## config.mk

```make
export PLATFORM = sky130hd
export DESIGN_NAME = bram_wr_arbiter_flat
export DESIGN_NICKNAME = d
export VERILOG_FILES = /design/src/rtl/bram_wr_pkg.sv /design/src/rtl/bram_wr_arbiter_if.sv /design/src/rtl/bram_wr_arbiter_rr_pick.sv /design/src/rtl/bram_wr_arbiter.sv /design/src/flat_wrapper.sv
export SDC_FILE = /design/constraint.sdc
export NUM_CORES = 1
export LEC_CHECK = 0
export CORE_ASPECT_RATIO = 1.5
export CORE_MARGIN = 2
export CORE_UTILIZATION = 30
export DETAILED_ROUTE_END_ITERATION = 7
export GPL_ROUTABILITY_DRIVEN = 1
export PLACE_DENSITY = 0.73
export SKIP_LAST_GASP = 1
export SLEW_MARGIN = 10
export SYNTH_ARGS = -nofsm -noshare
export SYNTH_HDL_FRONTEND = slang
export SYNTH_HIERARCHICAL = 1
export SYNTH_SLANG_ARGS = --single-unit
```

## constraint.sdc

```tcl
create_clock -name i_clk -period 6.1 [get_ports i_clk]
set_input_delay 1.22 -clock i_clk [delete_from_list [all_inputs] [get_ports i_clk]]
set_output_delay 1.22 -clock i_clk [all_outputs]
set_load 0.1 [all_outputs]
```

## src/rtl/bram_wr_pkg.sv

```systemverilog
`default_nettype none
// ============================================================================
// Module : bram_wr_pkg
// Brief  : Shared widths, FSM state encoding and helpers for the BRAM arbiters.
// Rev    : 1.0  initial release
// ============================================================================
package bram_wr_pkg;

    localparam int BRAM_ADDR_W = 13;
    localparam int BRAM_DATA_W = 32;
    localparam int GRANT_W     = 3;

    typedef enum logic [1:0] {
        ST_IDLE  = 2'd0,
        ST_ISSUE = 2'd1,
        ST_ACK   = 2'd2
    } arb_state_t;

    // Index width for an N-entry requester vector; never narrower than 1 bit.
    function automatic int idx_w(input int n);
        return (n > 1) ? $clog2(n) : 1;
    endfunction

endpackage
`default_nettype wire

```

## src/rtl/bram_wr_arbiter_if.sv

```systemverilog
`default_nettype none
// ============================================================================
// Module : bram_wr_arbiter_if
// Brief  : Requester-side and BRAM-controller-side signals of the write arbiter.
// Rev    : 1.0  initial release
// ============================================================================
interface bram_wr_arbiter_if
    import bram_wr_pkg::*;
#(
    parameter int N_REQ  = 4,
    parameter int ADDR_W = BRAM_ADDR_W,
    parameter int DATA_W = BRAM_DATA_W
) ();

    logic [N_REQ-1:0]        req_trig;
    logic [N_REQ*ADDR_W-1:0] req_addr;
    logic [N_REQ*DATA_W-1:0] req_data;
    logic [N_REQ-1:0]        req_done;
    logic [ADDR_W-1:0]       wr_addr;
    logic [DATA_W-1:0]       wr_data;
    logic                    wr_trig;
    logic                    wr_done;

    // master: requesters plus downstream controller; slave: the arbiter itself
    modport master (
        output req_trig, req_addr, req_data, wr_done,
        input  req_done, wr_addr, wr_data, wr_trig
    );

    modport slave (
        input  req_trig, req_addr, req_data, wr_done,
        output req_done, wr_addr, wr_data, wr_trig
    );

endinterface
`default_nettype wire

```

## src/rtl/bram_wr_arbiter_rr_pick.sv

```systemverilog
`default_nettype none
// ============================================================================
// Module : rr_pick
// Brief  : Combinational round-robin select, searching upward from last+1.
// Rev    : 1.0  initial release
// ============================================================================
module rr_pick
    import bram_wr_pkg::*;
#(
    parameter int N_REQ = 4,
    localparam int IDX_W = idx_w(N_REQ)
) (
    input  wire logic [N_REQ-1:0] i_req,
    input  wire logic [IDX_W-1:0] i_last,
    output logic      [IDX_W-1:0] o_idx,
    output logic                  o_valid
);

    always_comb begin
        o_idx   = '0;
        o_valid = 1'b0;
        for (int i = 1; i <= N_REQ; i++) begin : g_scan
            int               kk;
            logic [IDX_W-1:0] k;
            kk = (int'(i_last) + i) % N_REQ;
            k  = IDX_W'(kk);
            if (!o_valid && i_req[k]) begin
                o_valid = 1'b1;
                o_idx   = k;
            end
        end
    end

endmodule
`default_nettype wire

```

## src/rtl/bram_wr_arbiter.sv

```systemverilog
`default_nettype none
// ============================================================================
// Module : bram_wr_arbiter
// Brief  : Round-robin share of one BRAM write controller among N_REQ writers.
// Rev    : 1.0  initial release
// ============================================================================
module bram_wr_arbiter
    import bram_wr_pkg::*;
#(
    parameter int N_REQ       = 4,
    parameter int ADDR_W      = BRAM_ADDR_W,
    parameter int DATA_W      = BRAM_DATA_W,
    parameter int TIMEOUT_CYC = 0
) (
    input  wire logic               i_clk,
    input  wire logic               i_rstn,
    bram_wr_arbiter_if.slave        bus,
    output logic [GRANT_W-1:0]      o_grant_idx,
    output logic                    o_busy,
    output logic                    o_timeout_err
);

    localparam int          IDX_W   = idx_w(N_REQ);
    localparam logic [31:0] TO_LAST = 32'(TIMEOUT_CYC - 1);

    logic [IDX_W-1:0]  w_pick_idx;
    logic              w_pick_valid;

    arb_state_t        r_state,    w_state_nxt;
    logic              r_trig,     w_trig_nxt;
    logic [N_REQ-1:0]  r_done_pre, w_done_pre_nxt;
    logic [IDX_W-1:0]  r_grant,    w_grant_nxt;
    logic [IDX_W-1:0]  r_last,     w_last_nxt;
    logic [ADDR_W-1:0] r_addr,     w_addr_nxt;
    logic [DATA_W-1:0] r_data,     w_data_nxt;
    logic [31:0]       r_cnt,      w_cnt_nxt;
    logic              r_terr,     w_terr_nxt;

    rr_pick #(.N_REQ(N_REQ)) u_rr_pick (
        .i_req   (bus.req_trig),
        .i_last  (r_last),
        .o_idx   (w_pick_idx),
        .o_valid (w_pick_valid)
    );

    always_ff @(posedge i_clk) begin
        if (!i_rstn) begin
            r_state    <= ST_IDLE;
            r_trig     <= 1'b0;
            r_done_pre <= '0;
            r_grant    <= '0;
            r_last     <= IDX_W'(N_REQ - 1);
            r_addr     <= '0;
            r_data     <= '0;
            r_cnt      <= '0;
            r_terr     <= 1'b0;
        end else begin
            r_state    <= w_state_nxt;
            r_trig     <= w_trig_nxt;
            r_done_pre <= w_done_pre_nxt;
            r_grant    <= w_grant_nxt;
            r_last     <= w_last_nxt;
            r_addr     <= w_addr_nxt;
            r_data     <= w_data_nxt;
            r_cnt      <= w_cnt_nxt;
            r_terr     <= w_terr_nxt;
        end
    end

    always_comb begin
        w_state_nxt    = r_state;
        w_trig_nxt     = r_trig;
        w_done_pre_nxt = r_done_pre;
        w_grant_nxt    = r_grant;
        w_last_nxt     = r_last;
        w_addr_nxt     = r_addr;
        w_data_nxt     = r_data;
        w_cnt_nxt      = r_cnt;
        w_terr_nxt     = r_terr;
        case (r_state)
            ST_IDLE: begin
                // A downstream done still high from the last write blocks a new issue.
                if (w_pick_valid && !bus.wr_done) begin
                    w_grant_nxt = w_pick_idx;
                    w_addr_nxt  = bus.req_addr[int'(w_pick_idx)*ADDR_W +: ADDR_W];
                    w_data_nxt  = bus.req_data[int'(w_pick_idx)*DATA_W +: DATA_W];
                    w_trig_nxt  = 1'b1;
                    w_cnt_nxt   = '0;
                    w_state_nxt = ST_ISSUE;
                end
            end
            ST_ISSUE: begin
                w_cnt_nxt = r_cnt + 32'd1;
                if (bus.wr_done) begin
                    w_trig_nxt              = 1'b0;
                    w_done_pre_nxt[r_grant] = 1'b1;
                    w_last_nxt              = r_grant;
                    w_state_nxt             = ST_ACK;
                end else if ((TIMEOUT_CYC != 0) && (r_cnt == TO_LAST)) begin
                    w_trig_nxt              = 1'b0;
                    w_terr_nxt              = 1'b1;
                    w_done_pre_nxt[r_grant] = 1'b1;
                    w_last_nxt              = r_grant;
                    w_state_nxt             = ST_ACK;
                end
            end
            ST_ACK: begin
                if (!bus.req_trig[r_grant] && !bus.wr_done) begin
                    w_done_pre_nxt = '0;
                    w_state_nxt    = ST_IDLE;
                end
            end
            default: w_state_nxt = ST_IDLE;
        endcase
    end

    // Done is gated by the live trig so it drops in the same cycle as the request.
    assign bus.req_done  = r_done_pre & bus.req_trig;
    assign bus.wr_addr   = r_addr;
    assign bus.wr_data   = r_data;
    assign bus.wr_trig   = r_trig;
    assign o_grant_idx   = GRANT_W'(r_grant);
    assign o_busy        = (r_state != ST_IDLE);
    assign o_timeout_err = r_terr;

endmodule
`default_nettype wire

```

## src/flat_wrapper.sv

```systemverilog
// flat-port wrapper written by rule: the top's interface ports become plain ports
module bram_wr_arbiter_flat import bram_wr_pkg::*;
#(
    parameter int N_REQ       = 4,
    parameter int ADDR_W      = BRAM_ADDR_W,
    parameter int DATA_W      = BRAM_DATA_W,
    parameter int TIMEOUT_CYC = 0
)
  (i_clk, i_rstn, o_grant_idx, o_busy, o_timeout_err, bus_req_trig, bus_req_addr, bus_req_data, bus_wr_done, bus_req_done, bus_wr_addr, bus_wr_data, bus_wr_trig);
  bram_wr_arbiter_if #(.N_REQ(N_REQ), .ADDR_W(ADDR_W), .DATA_W(DATA_W)) bus_i ();
  input  wire logic i_clk;
  input  wire logic i_rstn;
  output logic [GRANT_W-1:0] o_grant_idx;
  output logic o_busy;
  output logic o_timeout_err;
  input wire logic [$bits(bus_i.req_trig)-1:0] bus_req_trig;
  input wire logic [$bits(bus_i.req_addr)-1:0] bus_req_addr;
  input wire logic [$bits(bus_i.req_data)-1:0] bus_req_data;
  input wire logic [$bits(bus_i.wr_done)-1:0] bus_wr_done;
  output wire logic [$bits(bus_i.req_done)-1:0] bus_req_done;
  output wire logic [$bits(bus_i.wr_addr)-1:0] bus_wr_addr;
  output wire logic [$bits(bus_i.wr_data)-1:0] bus_wr_data;
  output wire logic [$bits(bus_i.wr_trig)-1:0] bus_wr_trig;
  assign bus_i.req_trig = bus_req_trig;
  assign bus_i.req_addr = bus_req_addr;
  assign bus_i.req_data = bus_req_data;
  assign bus_i.wr_done = bus_wr_done;
  assign bus_req_done = bus_i.req_done;
  assign bus_wr_addr = bus_i.wr_addr;
  assign bus_wr_data = bus_i.wr_data;
  assign bus_wr_trig = bus_i.wr_trig;
  bram_wr_arbiter #(.N_REQ(N_REQ), .ADDR_W(ADDR_W), .DATA_W(DATA_W), .TIMEOUT_CYC(TIMEOUT_CYC)) u_core (.i_clk(i_clk), .i_rstn(i_rstn), .bus(bus_i), .o_grant_idx(o_grant_idx), .o_busy(o_busy), .o_timeout_err(o_timeout_err));
endmodule
```

Word-level counts from Yosys, hierarchy flattened --
Index checks and enable logic that the tools add are counted.
Word-level totals: flip-flop bits (word level) 56, word-level logic and storage cells 77
Operators by class: bitwise gates (word level) 2, add/sub/neg operators 4, multiplexer cells 30, reductions and logical operators 20, magnitude comparators 6, shift-type cells 2, $mul 1, eq/ne operators 5
Operators with widths (count):
- indexed part select 128 x 8 -> 32 bit | 1
- indexed part select 52 x 32 -> 13 bit | 1
- < comparator 2 x 3 -> 1 bit, second input constant | 5
- two-way mux 2 bit | 7
- two-way mux 1 bit | 12
- binary-select mux 1 bit (select 2 bit) | 5
- AND reduction 3 bit | 3
- two-way mux 4 bit | 2
- one-hot mux 4 bit (2 select lines) | 1
- logical AND 1 bit | 6
- multiplier 2 x 4 -> 6 bit, second input constant | 1
- one-hot mux 2 bit (3 select lines) | 1
- nonzero test 2 bit | 3
- logical NOT 1 bit | 5
- adder 2 x 1 -> 2 bit, second input constant | 2
- adder 2 bit, second input constant | 2
- AND 4 bit | 1
- != test 2 x 1 -> 1 bit, second input constant | 2
- OR 4 bit | 1
- AND reduction 2 bit | 2
- demux 1 bit (select 2 bit) | 1
- == test 2 x 1 -> 1 bit, second input constant | 1
- == test 2 bit, second input constant | 1
- greater-or-equal comparator 2 x 1 -> 1 bit, second input constant | 1
- 3 further kinds | 3

Logic depth before layout (Yosys ltp) --
Gate-level depths: netlist of the first run.
depth in word-level cells 16, mapped depth 7, mapped depth without buffers 5

Cells and area by module --
The synthesis of the first run kept the hierarchy.
Modules (own cells, without submodules):
- bram_wr_arbiter | area an instance 3095.5 um^2, instances 1, cells each 219
- rr_pick | area an instance 91.3 um^2, instances 1, cells each 14

Least setup slack after synthesis of the first run --
Ideal clock, no wire load.
kind input to output, start point input port bus_req_trig[0], end point output port bus_req_done[0], path buffers 0, slack 2.923 ns, stages on the path 1, arrival 1.957 ns, path through and2_1
Between the ends: cells in the longest elaborated chain, start to end 1
RTL lines:
- start: declaration | line flat_wrapper.sv:16 | input wire logic [$bits(bus_i.req_trig)-1:0] bus_req_trig;
- AND 4 bit | line bram_wr_arbiter.sv:118 | assign bus.req_done = r_done_pre & bus.req_trig;
- end: declaration | line flat_wrapper.sv:20 | output wire logic [$bits(bus_i.req_done)-1:0] bus_req_done;
No other way between the ends.

Final worst setup path of the first run --
start point input port bus_req_trig[1], end point output port bus_req_done[1]
The elaborated chain is that of the path after synthesis.

==> results.yml, run 1 <==
global_route:
  grt_max_degree: 46
  grtUsageTotal_pct: 18.1
  grt_overflow_total: 0
  antenna_found_initial: 1
  grt_pass1_vias: 2953
  grt_pass1_wl_mm: 15.9
placement:
  dp_hpwl_mm: 9.04
  routabilityCongestion: 0.813
  place.port_buffers: 239
  dpl_cell_area_um2: 5600
die:
  io_pins: 242
  coreArea_um2: 10500
  die_x_um: 88.2
  start_util_pct: 30.4
  die_area_um2: 11500
  fp-row-count: 46
  die_h_um: 130
synth:
  synth_edf_count: 0
  yosysUniqueCellTypes: 37
  yosys-top-cells-area: "dfxtp_1, mux4_2, a22o_1"
  synth_seq_cells: 56
  ys_top_cells_by_count: "dfxtp_1, a22o_1, mux4_2"
  synth_area_leader_cell: "dfxtp_1"
  synth.top_cell.area_share_pct: 35.2
  netlist_area_um2: 3190
  yosysSeqAreaShare_pct: 35.2
  synth.most_common_cell: "dfxtp_1"
  netlist_instances: 233
  async_flop_share_pct: 0
  synth_flop_cell: "dfxtp_1"
  yosys_warnings: 6
  synth_area_per_cell_um2: 13.7
route:
  drt_wl_total_mm: 11.3
  antenna_left: 0
  routed-via-count: 3017
  wl_met1_mm: 4.10
  wl_met3_um: 863
  top_layer_used: "met5"
  routed_via_density: 5.00
  drt-pass1-iter-count: 4
  drtIter0Drc: 89
  wl_per_cell_um: 18.8
  drc: 0
  met2_length_mm: 6.14
sta:
  worst_pin_slew_ns: 1.09
  period_minus_slack_ns: 4.33
  fin_tns_setup_ns: 0
  slew_violations: 0
  min_period_over_period_pct: 71.0
  holdWs_ns: 0.479
  rsz0062_at_grt: "no"
  fmax_mhz: 231
  setup_violations: 0
  slew_headroom_pct: 27.0
  hold_viol: 0
  finClkSkew_ns: 0.00861
power_and_ir_drop:
  peakVddDrop_mv: 0.151
  leakage_nw: 2.08
  powerDensity_nw_per_um2: 229
  power_mw: 1.32
setup_path:
  cp_max_fo: 6
  cp-start-kind: "input pin"
  crit_path_max_incr_delay_ns: 1.13
  crit_slowest_cell: "clkdlybuf4s50_1"
  crit_family: "buffers and inverters"
  cp.buffers_inverters: 2
  critPathKind: "in -> out"
  crit_required_ns: 4.88
  cp_cell_sequence: "clkdlybuf4s50_1, and2_1, clkdlybuf4s50_1"
  end_kind: "output port"
  cp_common_cell: "clkdlybuf4s50_1"
  critical_path_arrival_ns: 3.11
finish:
  drive_above_1_share_pct: 13.7
  design_area_um2: 5750
  area_growth_pct: 80.4
  fillers: 929
  final_core_util_pct: 54.9
  final_nets: 646
  num_antenna_cells: 0
clocking:
  cts_root_buffer: "clkbuf_16"
  cts_max_path_buffers: 2
  cts_tree: "done"
  holdBufCountCts: 0
  numCtsBuffers: 5
  clk_pin_slew_worst_paths_ns: 0.06
  clock_latency_ns: 0.29
  cts_resized: 0
  cts_sinks: 56
  h-tree-depth: 2
  cts_setup_buffers: 0
status:
  status: "completed"
worst_hold_path:
  hp-class: "reg -> reg"
flow_run:
  cap_viol_max_count: 0
==> report_power, final <==
group / internal, mW / switching, mW / total (mW)
Combinational: 0.261 / 0.350 / 0.611
Clock: 0.164 / 0.123 / 0.287
Sequential: 0.399 / 0.0215 / 0.421
Total: 0.824 / 0.495 / 1.32
==> stage by stage <==
step                setup WS, ns  instances
floorplan                   2.92        234
global placement            1.79        596
detailed placement          1.78        596
CTS                         1.76        604
global route                1.73        604
finish                      1.77        604
==> cell usage in the layout, fill, tap and decap left out, drive strengths merged, types with 3 or more instances in the layout <==
| master | count |
|---|---|
| mux2i | 7 |
| o21ai | 5 |
| clkbuf | 7 |
| clkdlybuf4s50 | 239 |
| dfxtp | 56 |
| a22o | 46 |
| nand2 | 7 |
| mux4 | 45 |
| a32oi | 4 |
| and2 | 5 |
| nand2b | 3 |
| nor2 | 8 |
| a21oi | 4 |
| inv | 3 |
==> worst reg2reg max path, stage by stage, from the launching register on <==
cell      delay (ns)
dfxtp_1         0.45
nand2b_1        0.16
a21oi_2         0.08
o221ai_4        0.79
buf_12          0.34
mux4_2          0.58
a22o_1          0.25
==> routing by layer <==
metal | global-route usage (%) | up-vias
li1 | - | 1405
met1 | 20.7 | 1468
met2 | 32.8 | 123
met3 | 4.81 | 19
met4 | 5.44 | 2
met5 | 0 | -
==> worst paths after layout <==
| kind | cells past startpoint | slack, ns | start | to |
|---|---|---|---|---|
| worst min-delay path | 1 | 0.48 | u_core/bus.wr_data[27] | u_core/bus.wr_data[27] |
| worst min register to register | 1 | 0.48 | u_core/bus.wr_data[27] | u_core/bus.wr_data[27] |
| worst max-delay path | 3 | 1.77 | bus_req_trig[1] | bus_req_done[1] |
| worst max register to register | 6 | 3.36 | u_core/r_last[1] | u_core/bus.wr_data[13] |
==> state kept, by name (all words and copies together), names as in the netlist <==
name / flops
u_core/bus.wr_addr: 13
u_core/bus.wr_data: 32
u_core/bus.wr_trig: 1
u_core/r_done_pre: 4
u_core/r_grant: 2
u_core/r_last: 2
u_core/r_state: 2
==> cell type report <==
class / instances / area [µm²] / share of cell area [%]
Inverter: 3 / 11.3 / 0.196
Timing Repair Buffer: 241 / 2420 / 42.1
Multi-Input combinational cell: 152 / 1870 / 32.5
Clock buffer: 7 / 143 / 2.48
Clock inverter: 1 / 7.51 / 0.131
Tap cell: 144 / 180 / 3.13
Sequential cell: 56 / 1120 / 19.5
==> logic make-up after synthesis <==
group / count (synthesis) / share of synthesized area (%)
compound gates: 63 / 16.6
buf+inv: 26 / 7.26
flops: 56 / 35.2
mux: 52 / 34.0
other cells: 1 / 0.118
simple gates: 35 / 6.79
Note: power is estimated with default switching activity, not from simulation.
==> run 2: changes to the inputs <==
==> constraint.sdc (replaced) <==
create_clock -name i_clk -period 4.2 [get_ports i_clk]
set_input_delay 0.84 -clock i_clk [delete_from_list [all_inputs] [get_ports i_clk]]
set_output_delay 0.84 -clock i_clk [all_outputs]
set_load 0.1 [all_outputs]
==> run 2 against run 1 <==
- die area unchanged
- sequential share of layout area decreased by 0.051 points
- sequential power increased by 46%
- routed wire length up 5.5%
- power up 47%
- clock power rose by 53%
- setup slack worse by 0.52 ns
- core utilization up 0.14 points
- flip-flop and latch count unchanged
- highest routed layer is now met4
- largest power group unchanged
- via count increased by 1.4%
- clock-buffer cell count is 1 lower
- clock skew down 0.0036 ns
==> results.yml, run 2 (synthesis gave the netlist of run 1 again) <==
status:
  status: "completed"
power_and_ir_drop:
  seq_power_share_pct: 31.6
  powerDensity_nw_per_um2: 336
  combPwrFrac_pct: 45.7
  leakage_nw: 2.11
  p_int_mw: 1.20
  power_frac_clock_pct: 22.7
  swShare_pct: 38.2
  p_sw_mw: 0.740
  peakVddDrop_mv: 0.163
die:
  coreArea_um2: 10500
  die_x_um: 88.2
  die_area_um2: 11500
  die_h_um: 130
  start_util_pct: 30.4
  fp-row-count: 46
  io_pins: 242
route:
  drt_wl_total_mm: 12.0
  routed-via-count: 3059
  wl_per_cell_um: 19.7
  drc: 0
  drt-pass1-iter-count: 4
  antenna_left: 0
  routed_via_density: 5.04
  drtIter0Drc: 103
global_route:
  grt_overflow_total: 0
  grt_pass1_vias: 3125
  grt_pass1_wl_mm: 16.8
  antenna_found_initial: 0
  grtUsageTotal_pct: 19.5
  grt_max_degree: 46
sta:
  fin_tns_setup_ns: 0
  slew_headroom_pct: 30.4
  min_period_over_period_pct: 70.3
  fmax_mhz: 339
  worst_pin_slew_ns: 1.04
  rsz0062_at_grt: "no"
  setup_violations: 0
  hold_viol: 0
  slew_violations: 0
  period_minus_slack_ns: 2.95
  finClkSkew_ns: 0.00505
setup_path:
  startpoint: "u_core/r_state[1]"
  cp-start-kind: "flop"
  crit_required_ns: 3.36
  timing.rr.start: "u_core/r_last[1]"
  r2r_cells: 6
  r2r_slack_ns: 1.96
  endpoint: "o_busy"
  critical_path_arrival_ns: 2.11
  end_kind: "output port"
  r2r_end: "u_core/bus.wr_data[18]"
  cp_max_fo: 9
  critPathKind: "reg -> out"
finish:
  fillers: 955
  drive_above_1_share_pct: 15.3
  layout_common_cells: "clkdlybuf4s50_1, dfxtp_1, mux4_2, a22o_1, buf_4"
  final_nets: 649
  largest_reg_flops: 32
  fin_cells: 607
  mostFrequentLayoutCell: "clkdlybuf4s50_1"
  area_growth_pct: 80.8
  multiInputGateArea_um2: 1870
  num_antenna_cells: 0
  seqCellArea_um2: 1120
clocking:
  cts_root_buffer: "clkbuf_16"
  numCtsBuffers: 5
  clock_latency_ns: 0.29
  cts_tree: "done"
  holdBufCountCts: 0
  clk_pin_slew_worst_paths_ns: 0.07
  cts_setup_buffers: 0
  cts_resized: 0
  cts_sinks: 56
  cts_max_path_buffers: 2
  h-tree-depth: 2
placement:
  place.port_buffers: 239
  routabilityCongestion: 0.792
  dp_hpwl_mm: 9.49
  place_inst: 599
flow_run:
  cap_viol_max_count: 0
worst_hold_path:
  hp-class: "reg -> reg"
-- run 2: cell types whose count changed in the layout (fill, tap and decap cells not counted), sizes merged --
| cell | previous run | this run |
|---|---|---|
| clkinv | 0 | 1 |
| inv | 3 | 4 |
| buf | 2 | 9 |
| clkdlybuf4s50 | 239 | 235 |
| clkinvlp | 1 | 0 |
| clkbuf | 7 | 6 |
-- run 2: area by class of cell --
cell class                 count  share of cell area (%)
multi-input combinational    152                    32.4
sequential                    56                    19.5
timing repair buffer         244                    42.2
clock buffer                   6                    2.41
clock inverter                 2                   0.239
tap                          144                    3.13
inverter                       3                   0.195
-- run 2: power groups by stage --
stage,logic (mW),registers [mW],clock network [mW]
after CTS,0.892,0.612,0.458
after detailed placement,0.890,0.625,0
after global routing,0.923,0.619,0.472
after floorplan,0.283,0.929,0
final,0.886,0.613,0.440
after global placement,0.877,0.623,0
-- run 2: worst max-delay path, stage by stage (launching register included) --
cell and delay, ns:
dfxtp_1 0.52, or2_2 0.17, clkdlybuf4s50_1 1.13
-- run 2: worst min path at each step --
stage	from	endpoint	slack, ns	cells after the start
6_report	u_core/bus.wr_addr[1]	u_core/bus.wr_addr[1]	0.48	1
5_1_grt	u_core/bus.wr_data[11]	u_core/bus.wr_data[11]	0.50	1
4_1_cts	u_core/bus.wr_data[3]	u_core/bus.wr_data[3]	0.49	1
3_5_place_dp	u_core/bus.wr_data[5]	u_core/bus.wr_data[5]	0.46	1
3_3_place_gp	u_core/bus.wr_data[13]	u_core/bus.wr_data[13]	0.46	1
2_1_floorplan	u_core/r_done_pre[0]	u_core/r_done_pre[0]	0.44	2
-- run 2: per-stage QoR --
step	hold slack, ns	setup WS (ns)	power, mW	cell area, µm²	utilization [%]
2_1_floorplan	0.445	1.68	1.21	3190	-
3_3_place_gp	0.459	1.00	1.50	5610	53.6
3_5_place_dp	0.463	0.935	1.51	5610	53.6
4_1_cts	0.486	1.25	1.96	5760	55.0
5_1_grt	0.498	1.14	2.01	5760	55.0
6_report	0.478	1.25	1.94	5760	55.0
-- run 2: layer usage --
metal  vias to the layer above  global-route usage [%]  share of wire [%]
met5                         -                       0                  0
li1                       1408                       -                  -
met3                        21                    4.49                7.0
met2                       141                    36.5                 55
met1                      1489                    21.2                 36
met4                         0                    6.60                2.2
==> run 3: changes to the inputs <==
--- a/config.mk
+++ b/config.mk
@@ -10,7 +10,7 @@
 export CORE_UTILIZATION = 30
 export DETAILED_ROUTE_END_ITERATION = 7
 export GPL_ROUTABILITY_DRIVEN = 1
-export PLACE_DENSITY = 0.73
+export PLACE_DENSITY = 0.76
 export SKIP_LAST_GASP = 1
 export SLEW_MARGIN = 10
 export SYNTH_ARGS = -nofsm -noshare
==> constraint.sdc (replaced) <==
create_clock -name i_clk -period 2.4 [get_ports i_clk]
set_input_delay 0.48 -clock i_clk [delete_from_list [all_inputs] [get_ports i_clk]]
set_output_delay 0.48 -clock i_clk [all_outputs]
set_load 0.1 [all_outputs]
==> run 3 against run 2 <==
- hold slack lost 0.0075 ns
- clock skew grew 0.0012 ns
- clock-buffer cell count is the same
- flip-flop and latch count is the same
- sequential power grew 75%
- combinational power grew 81%
- first-iteration DRC count shrank 12%
- global-route usage grew 0.13 points
- critical path depth grew 6
- clock power grew 72%
- cell count grew 2.5%
==> results.yml, run 3 (synthesis gave the netlist of run 1 again) <==
route:
  antenna_left: 0
  drt-pass1-iter-count: 4
  drc: 0
  drt_wl_total_mm: 12.3
  drtIter0Drc: 91
  routed_via_density: 5.06
  wl_per_cell_um: 19.8
  routed-via-count: 3147
clocking:
  cts_max_path_buffers: 2
  cts_root_buffer: "clkbuf_16"
  numCtsBuffers: 5
  holdBufCountCts: 0
  cts_sinks: 56
  clock_latency_ns: 0.29
  h-tree-depth: 2
  cts_tree: "done"
  clk_pin_slew_worst_paths_ns: 0.07
finish:
  final_nets: 664
  num_antenna_cells: 0
  fillers: 904
  final_core_util_pct: 56.3
  layout_common_cells: "clkdlybuf4s50_1, buf_4, dfxtp_1, mux4_2, a22o_1"
  mostFrequentLayoutCell: "clkdlybuf4s50_1"
  area_growth_pct: 85.0
  drive_above_1_share_pct: 28.2
  largest_reg_flops: 32
worst_hold_path:
  hp-class: "reg -> reg"
  hp-start: "u_core/r_done_pre[3]"
die:
  die_area_um2: 11500
  die_x_um: 88.2
  fp-row-count: 46
  die_h_um: 130
  start_util_pct: 30.4
  coreArea_um2: 10500
  io_pins: 242
setup_path:
  cp_cell_sequence: "clkdlybuf4s50_1, nor2_1, nand2_1, nor4b_4, buf_4, and2_4, buf_12, a22o_1"
  crit_required_ns: 2.63
  timing.rr.start: "u_core/r_last[1]"
  critPathKind: "in -> reg"
  crit_slowest_cell: "clkdlybuf4s50_1"
  startpoint: "bus_req_trig[0]"
  crit_path_max_incr_delay_ns: 0.59
  cp_max_fo: 34
  critical_path_arrival_ns: 2.49
  end_kind: "flop"
  cp-start-kind: "input pin"
sta:
  slew_headroom_pct: 58.1
  worst_pin_slew_ns: 0.627
  min_period_over_period_pct: 93.9
  slew_violations: 0
  finClkSkew_ns: 0.00628
  setup_violations: 0
  hold_viol: 0
  worst_slack_ns: 0.146
  rsz0062_at_grt: "no"
  period_minus_slack_ns: 2.25
  fmax_mhz: 444
  holdWs_ns: 0.471
global_route:
  antenna_found_initial: 0
  grt_pass1_wl_mm: 17.1
  grt_overflow_total: 0
  grt_pass1_vias: 3235
  grt_max_degree: 35
  grtUsageTotal_pct: 19.6
status:
  status: "completed"
flow_run:
  cap_viol_max_count: 0
placement:
  routabilityCongestion: 0.874
  place_ws_ns: -0.322
  dp_hpwl_mm: 9.43
  place.port_buffers: 239
power_and_ir_drop:
  power_mw: 3.44
  leakage_nw: 2.34
  peakVddDrop_mv: 0.289
  powerDensity_nw_per_um2: 583
==> run 3: changes by cell type in the layout (fill, tap and decap cells not counted), sizes merged <==
cell           previous run  this run
buf                       9        70
clkbuf                    6         8
clkdlybuf4s50           235       183
dlymetal6s2s              0         3
nor2                      8         9
==> run 3: layout make-up <==
type	count	area [µm²]	area share, %
timing repair buffer	258	2550	43.3
multi-input combinational	153	1880	31.8
sequential	56	1120	19.0
tap	144	180	3.06
clock buffer	6	139	2.36
clock inverter	2	13.8	0.233
inverter	3	11.3	0.191
==> run 3: per-stage QoR <==
step           TNS (ns)  area [µm²]  std cells
6_report              0        5890        622
5_1_grt               0        5890        622
4_1_cts         -0.0700        5810        618
3_5_place_dp     -13.68        5650        609
3_3_place_gp      -9.37        5650        609
2_1_floorplan         0        3190        234
==> run 3: timing repair <==
action / CTS / global route
pin swaps: 0 / 1
cloned: 1 / 2
resized for setup: 0 / 6
setup endpoints to repair: 23 / 41
buffers inserted: 0 / 2
==> run 3: layer usage <==
| layer | wire [µm] | global-route usage, % |
|---|---|---|
| met1 | 4520 | 22.5 |
| met2 | 6600 | 35.8 |
| met3 | 1050 | 5.38 |
| met4 | 123 | 4.55 |
| met5 | 0 | 0 |
==> run 3: worst max-delay path, delay by kind of cell <==
| family | cells | cell delay (ns) |
|---|---|---|
| buffers and inverters | 3 | 1.01 |
| AND/OR/NAND/NOR | 4 | 0.83 |
| AO/OA/AOI/OAI | 1 | 0.16 |
==> run 3: power breakdown <==
part	total, mW	switching [mW]	leakage, nW	internal, mW
logic	1.60	0.913	1.80	0.691
clock network	0.757	0.339	0.0772	0.418
registers	1.07	0.0591	0.460	1.01
==> run 3: path summary, 6_finish.rpt <==
path,end,slack (ns),cells after the start
max reg2reg,u_core/bus.wr_addr[2],0.31,7
min,u_core/r_done_pre[3],0.47,2
max,u_core/bus.wr_data[29],0.15,8
min reg2reg,u_core/r_done_pre[3],0.47,2
